--- config.mk ---
export PLATFORM = sky130hd
export DESIGN_NAME = wide_add_sequencer
export DESIGN_NICKNAME = d
export VERILOG_FILES = /design/src/rtl/wide_add_sequencer.sv
export SDC_FILE = /design/constraint.sdc
export NUM_CORES = 1
export LEC_CHECK = 0
export ABC_CLOCK_PERIOD_IN_PS = 4300
export BUFFER_PORTS_ARGS = -buffer_cell sky130_fd_sc_hd__buf_2
export CAP_MARGIN = 10
export CORE_UTILIZATION = 30
export DETAILED_ROUTE_END_ITERATION = 6
export MAX_ROUTING_LAYER = met4
export PLACE_DENSITY = 0.52
export SETUP_SLACK_MARGIN = 0.2
export SYNTH_ARGS = -nofsm -noshare
export SYNTH_HDL_FRONTEND = slang
export SYNTH_SLANG_ARGS = --single-unit
--- constraint.sdc ---
create_clock -name clk -period 4.3 [get_ports clk]
set_input_delay 0.645 -clock clk [delete_from_list [all_inputs] [get_ports clk]]
set_output_delay 0.645 -clock clk [all_outputs]
set_load 0.005 [all_outputs]
--- src/rtl/wide_add_sequencer.sv ---
// Wide adder/subtractor built from one N-bit ripple slice reused across
// WORDS cycles, least significant word first.
module wide_add_sequencer #(
    parameter int N     = 8,
    parameter int WORDS = 4
) (
    input  logic               clk,
    input  logic               rst_n,
    input  logic               start,
    input  logic               sub,
    input  logic               carry_in,
    input  logic [N*WORDS-1:0] A,
    input  logic [N*WORDS-1:0] B,
    output logic               busy,
    output logic               done,
    output logic [N*WORDS-1:0] sum,
    output logic               carry_out,
    output logic               overflow
);

    localparam int W  = N * WORDS;
    localparam int IW = (WORDS > 1) ? $clog2(WORDS) : 1;

    typedef enum logic [1:0] {
        IDLE,
        ADD,
        DONE
    } state_t;

    state_t        state;
    state_t        state_nxt;
    logic [IW-1:0] idx;
    logic          carry;
    logic [W-1:0]  a_r;
    logic [W-1:0]  b_r;
    logic          load;
    logic          step;
    logic          last;
    logic [N-1:0]  wa;
    logic [N-1:0]  wb;
    logic [N-1:0]  ws;
    logic [N:0]    c;

    assign last = (idx == IW'(WORDS - 1));
    assign wa   = a_r[idx*N +: N];
    assign wb   = b_r[idx*N +: N];
    assign busy = (state == ADD);
    assign done = (state == DONE);

    // The single shared slice: a plain full-adder ripple chain.
    always_comb begin
        c    = '0;
        ws   = '0;
        c[0] = carry;
        for (int i = 0; i < N; i++) begin
            ws[i]   = wa[i] ^ wb[i] ^ c[i];
            c[i+1]  = (wa[i] & wb[i]) | (c[i] & (wa[i] ^ wb[i]));
        end
    end

    always_ff @(posedge clk) begin
        if (!rst_n) begin
            state <= IDLE;
        end else begin
            state <= state_nxt;
        end
    end

    always_comb begin
        state_nxt = state;
        load      = 1'b0;
        step      = 1'b0;
        unique case (state)
            IDLE: begin
                if (start) begin
                    load      = 1'b1;
                    state_nxt = ADD;
                end
            end
            ADD: begin
                step = 1'b1;
                if (last) begin
                    state_nxt = DONE;
                end
            end
            DONE: begin
                if (start) begin
                    load      = 1'b1;
                    state_nxt = ADD;
                end else begin
                    state_nxt = IDLE;
                end
            end
            default: state_nxt = IDLE;
        endcase
    end

    // Subtraction is A + ~B + 1, so B is inverted once at capture.
    always_ff @(posedge clk) begin
        if (!rst_n) begin
            idx       <= '0;
            carry     <= 1'b0;
            a_r       <= '0;
            b_r       <= '0;
            sum       <= '0;
            carry_out <= 1'b0;
            overflow  <= 1'b0;
        end else if (load) begin
            a_r   <= A;
            b_r   <= sub ? ~B : B;
            carry <= sub ? 1'b1 : carry_in;
            idx   <= '0;
        end else if (step) begin
            sum[idx*N +: N] <= ws;
            carry           <= c[N];
            idx             <= last ? '0 : idx + IW'(1);
            if (last) begin
                carry_out <= c[N];
                overflow  <= c[N-1] ^ c[N];
            end
        end
    end

endmodule

# After elaboration in Yosys (flattened, before gate mapping)
# Cells that the tools add are included.
[word_totals] regBits=103 in_bits=69 word_cells=83
[op_classes] add_sub_neg=2 n_eq_ne=5 n_shift=4 n_mux=13 n_bitwise=44 reduce_logical=7
[ops] cell="32-bit by 6-bit indexed part select with 8-bit output" n=2
[ops] cell="5-bit negation with 34-bit output" n=1
[ops] cell="8-bit by 34-bit variable shift with 32-bit output (first input constant)" n=1
[ops] cell="8-bit by 34-bit indexed part select with 32-bit output" n=1
[ops] cell="32-bit bitwise mux" n=1
[ops] cell="32-bit 2-to-1 mux" n=1
[ops] cell="32-bit inverter" n=1
[ops] cell="1-bit bitwise XOR" n=17
[ops] cell="1-bit AND" n=16
[ops] cell="1-bit OR" n=8
[ops] cell="1-bit 2-to-1 mux" n=7
[ops] cell="2-bit 2-to-1 mux" n=3
[ops] cell="2-bit case mux with 3 select lines" n=1
[ops] cell="2-bit equality test (second input constant)" n=2
[ops] cell="2-bit AND reduction" n=2
[ops] cell="2-bit OR reduction" n=2
[ops] cell="3-bit AND reduction" n=1
[ops] cell="2-bit by 1-bit adder with 2-bit output (second input constant)" n=1
[ops] cell="2-bit by 1-bit equality test with 1-bit output (second input constant)" n=1
[ops] cell="2-bit zero test" n=1
[ops] cell="2-bit by 1-bit != test with 1-bit output (second input constant)" n=1
[ops] cell="2-bit != test (second input constant)" n=1
[ops] cell="1-bit inverter" n=2
[ops] cell="2-bit nonzero test" n=1

# Logic depth before layout (Yosys ltp)
[depth] depth_word=20 mapped_depth=14 ltp_nobuf=13

# Worst setup path after synthesis
# No wires, ideal clock.
[synth_path] kind="register to register" startpoint="register idx[0]" endpoint="register overflow" setup_time_ns=0.091 t_arrival_ns=4.344 path_slack_ns=-0.135 stages_incl_launch_ff=15 path_buffers=1 synth_period_minus_slack_ns=4.435 path_cell_list="dfxtp_1 buf_4 mux4_2 inv_1 fa_1 fa_1 inv_1 fa_1 fa_1 fa_1 fa_1 fa_1 fa_1 xnor2_1 a311oi_1"
[synth_between] elab_chain_len=19
[synth_rtl] item="start, declared" line="32" source="logic [IW-1:0] idx;"
[synth_rtl] item="start signal, assigned" line="116" source="idx <= last ? '0 : idx + IW'(1);"
[synth_rtl] item="32-bit by 6-bit indexed part select with 8-bit output, on equally long branches" line="45, 46"
[synth_rtl] item="1-bit bitwise XOR" line="57" source="c[i+1] = (wa[i] & wb[i]) | (c[i] & (wa[i] ^ wb[i]));"
[synth_rtl] item="1-bit AND" line="57"
[synth_rtl] item="1-bit OR" line="57"
[synth_rtl] item="1-bit AND" line="57"
[synth_rtl] item="1-bit OR" line="57"
[synth_rtl] item="1-bit AND" line="57"
[synth_rtl] item="1-bit OR" line="57"
[synth_rtl] item="[... 4 more ...]"
[synth_rtl] item="1-bit AND" line="57"
[synth_rtl] item="1-bit OR" line="57"
[synth_rtl] item="1-bit AND" line="57"
[synth_rtl] item="1-bit OR" line="57"
[synth_rtl] item="1-bit AND" line="57"
[synth_rtl] item="1-bit OR (*)" line="57"
[synth_rtl] item="via c[8]" line="42" source="logic [N:0] c;"
[synth_rtl] item="1-bit bitwise XOR (*)" line="119" source="overflow <= c[N-1] ^ c[N];"
[synth_rtl] item="end signal, assigned" line="119"
[synth_rtl] item="end, declared" line="18" source="output logic overflow"
# Mark *: on every way through the listed nets, which the timed path passes. The rest lies on a longest branch.
# A chain may end at the register's enable or synchronous reset.

# Worst setup path in the final report
[layout_path] startpoint="register idx[0]" endpoint="register sum[31]"
[layout_between] elab_chain_len=19
[layout_rtl] item="32-bit by 6-bit indexed part select with 8-bit output, on equally long branches" line="45, 46"
[layout_rtl] item="1-bit bitwise XOR" line="56, 57"
[layout_rtl] item="1-bit AND" line="57"
[layout_rtl] item="1-bit OR" line="57"
[layout_rtl] item="1-bit AND" line="57"
[layout_rtl] item="1-bit OR" line="57"
[layout_rtl] item="1-bit AND" line="57"
[layout_rtl] item="1-bit OR" line="57"
[layout_rtl] item="[... 3 more ...]"
[layout_rtl] item="1-bit OR" line="57"
[layout_rtl] item="1-bit AND" line="57"
[layout_rtl] item="1-bit OR" line="57"
[layout_rtl] item="1-bit AND" line="57"
[layout_rtl] item="1-bit OR" line="57"
[layout_rtl] item="1-bit bitwise XOR" line="56" source="ws[i] = wa[i] ^ wb[i] ^ c[i];"
[layout_rtl] item="8-bit by 34-bit indexed part select with 32-bit output" line="114" source="sum[idx*N +: N] <= ws;"
[layout_rtl] item="32-bit bitwise mux (*)" line="114"
[layout_rtl] item="end signal, assigned by index" line="114"
[layout_rtl] item="end, declared" line="16" source="output logic [N*WORDS-1:0] sum,"
# Every way passes the cells marked *; elsewhere a longest branch is shown, timed or not.

==> flow_summary.yaml <==
routing:
  drcViolationCount: 0
  avgRoutedWirePerCell_um: 15.5
  ant_nets: 0
  vias: 3544
  avgViaCountPerCell: 4.85
  dr.pass1.iters: 5
  drt_iter0_drc: 248
  wirelength_um: 11400
yosys:
  yosys.area_share.adder_pct: 5.22
  synthSimpleGateAreaFrac_pct: 12.2
  ys_ff_latch: 103
  yosys.cell_types.count: 31
  synth-compound-area-share_pct: 17.5
  synthArstFlopShare_pct: 0
  synthXorXnorAreaFrac_pct: 6.41
  synth_edf_count: 0
  netlist_area_sq_mm: 0.00451
  ys_seq_area_share_pct: 45.7
  synth_warnings: 0
  syn_inst: 450
  synth_nets: 533
  avgSynthCellArea_sq_um: 10.0
  synth_top_family_by_area: "compound AO/OA/AOI/OAI gates"
  synthMuxAreaShare_pct: 7.99
  ys.flop_type: "dfxtp_1"
critical_path:
  cp_slowest_stage_delay_ns: 0.60
  required_ns: 4.57
  crit_path_frequent_cell: "fa_2"
  crit_fanout: 5
  worst-setup-path-type: "register to register"
  cp_slowest_cell: "fa_2"
  cp-end-kind: "register"
  reg2reg_to: "sum[31]"
  crit_path_start_kind: "register"
  r2r_slack_ns: 0.22
  r2r-start: "idx[0]"
  r2r_cells: 13
  path_cells: "mux4_2 -> inv_2 -> fa_1 -> fa_1 -> inv_1 -> fa_2 -> fa_2 -> fa_2 -> fa_2 -> fa_2 -> fa_2 -> nand2_1 -> o2bb2ai_1"
  arrival_ns: 4.35
layout:
  register_area_sq_mm: 0.00207
  fin_nets: 624
  final_cell_mix: "buf_2, dfxtp_1, nand2_1, a21oi_1, xnor2_1"
  syn_to_final_growth_pct: 22.8
  fillers: 1482
  final_layout_size_suffix_gt1_share_pct: 30.0
  multi_input_area_sq_mm: 0.00224
  antenna_cells: 0
  final_common_cell: "buf_2"
  fin_cells: 730
  final_cell_area_sq_mm: 0.00554
grt:
  antenna_found_initial: 0
  grt_max_degree: 51
  track_usage_pct: 15.5
  grt_pass1_wl_um: 18100
  grt_pass1_vias: 3468
  gr-total-overflow: 0
clock_tree:
  path_clk_slew_ns: 0.07
  holdBufCountCts: 0
  clock-sinks: 103
  htreeDepth: 3
  cts_max_path_buffers: 2
  numCtsBuffers: 9
  cts-root-buf: "clkbuf_16"
  clk_latency_ns: 0.34
  cts_tree: "built"
sta:
  worst_pin_slew_ns: 0.857
  period_needed_ns: 4.08
  fin_skew_ns: 0.00805
  timing.hold.ws_ns: 0.454
  rsz0062_at_grt: "yes"
  slew_viol_final: 0
  max_freq_mhz: 245
  timing.final.crit_share_pct: 94.8
  setup_tns_ns: 0
  max_slew_margin_pct: 42.4
  setup_viol: 0
  final_hold_viol_count: 0
floorplanning:
  initial_core_util_pct: 30.9
  fp.dieW_um: 125
  core_area_sq_mm: 0.0146
  top_level_ports: 105
  die_area_sq_mm: 0.0155
  rows: 44
  die_y_um: 125
placement:
  gp_congestion: 0.783
  hpwlAfterDp_um: 8570
  place_inst: 712
  dpl_cell_area_sq_mm: 0.00518
  place.port_buffers: 104
hold_path:
  hold_end: "a_r[6]"
  hp-class: "register to register"
  worstHoldPathCells: 2
  hold_start: "a_r[6]"
power_and_ir_drop:
  ir_worst_vdd_uv: 185
  p_leak_nw: 2.19
  p_per_area_mw_per_mm2: 407
  design_power_total_w: 0.00226
run:
  maxCapViolations: 0
status:
  outcome: "completed"
## logic make-up after synthesis
family | after synthesis
muxes | 16
and+or+nand+nor | 127
xor gates and xnor gates | 33
buffers and inverters | 49
adders and majority gates | 14
AOI/OAI and AO/OA | 108
DFF | 103
## report_power, final
| group | total [W] | switching (W) | internal [W] |
|---|---|---|---|
| logic | 0.000328 | 0.000185 | 0.000144 |
| registers | 0.00104 | 0.0000333 | 0.00101 |
| clock network | 0.000887 | 0.000345 | 0.000542 |
## state kept, by name, indices dropped and copies added (netlist names)
register	flops
a_r	32
b_r	32
sum	32
idx	2
state	2
carry	1
carry_out	1
overflow	1
## critical path: cells and delay by family, from the launching register on
family / cells / cell delay [ns]
DFF: 1 / 0.40
muxes: 1 / 0.51
AOI/OAI and AO/OA: 1 / 0.14
adders and majority gates: 8 / 2.77
and+or+nand+nor: 1 / 0.06
buffers and inverters: 2 / 0.12
## area by class of cell
cell class	instances	share of cell area, %
Inverter	13	0.881
Timing Repair Buffer	116	11.3
Tap cell	184	4.16
Multi-Input combinational cell	298	40.5
Sequential cell	103	37.3
Clock inverter	3	1.17
Clock buffer	13	4.70
## cell usage after synthesis (2+ instances only)
cell type / n / share of area (%)
dfxtp_1: 103 / 46
nand2_1: 80 / 6.7
a21oi_1: 39 / 4.3
xnor2_1: 33 / 6.4
a211oi_1: 32 / 5.3
nor2_1: 32 / 2.7
a32o_1: 18 / 4.0
mux4_2: 16 / 8.0
clkbuf_1: 15 / 1.2
buf_2: 14 / 1.6
inv_1: 12 / 1.0
fa_1: 8 / 3.6
o2bb2ai_1: 7 / 1.4
a22o_1: 6 / 1.2
ha_1: 6 / 1.7
buf_1: 4 / 0.33
nand2b_1: 3 / 0.42
nor2b_1: 3 / 0.42
a21oi_2: 2 / 0.39
a311oi_1: 2 / 0.39
buf_6: 2 / 0.50
nand3_1: 2 / 0.22
nor3_1: 2 / 0.22
nor4_4: 2 / 0.94
## worst max-delay path by stage
stage | start | to | cells past startpoint
after floorplan | idx[0] | overflow | 14
after global placement | idx[0] | sum[31] | 13
after detailed placement | idx[0] | sum[31] | 13
after CTS | idx[0] | sum[31] | 13
after global routing | idx[0] | sum[31] | 13
final | idx[0] | sum[31] | 13
## stage by stage
| step | util (%) | worst slack (ns) |
|---|---|---|
| final | 38.0 | 0.223 |
| after global routing | 38.0 | 0.0931 |
| after CTS | 38.0 | 0.163 |
| after detailed placement | 35.5 | 0.120 |
| after global placement | 35.5 | 0.192 |
| after floorplan | - | 0.203 |
## repair_timing
item	CTS	global route
pin swaps	3	1
setup endpoints to repair	5	7
gates resized for setup	7	0
buffers inserted	2	0
## per-layer routing
layer  up-vias  GRT usage [%]  wire (um)
li1       1760              -          -
met1      1665           20.5       5590
met2       109           22.4       5040
met3        10           4.38        518
met4         0           5.53        200
met5         -              -          0
Note: power is estimated with default switching activity, not from simulation.
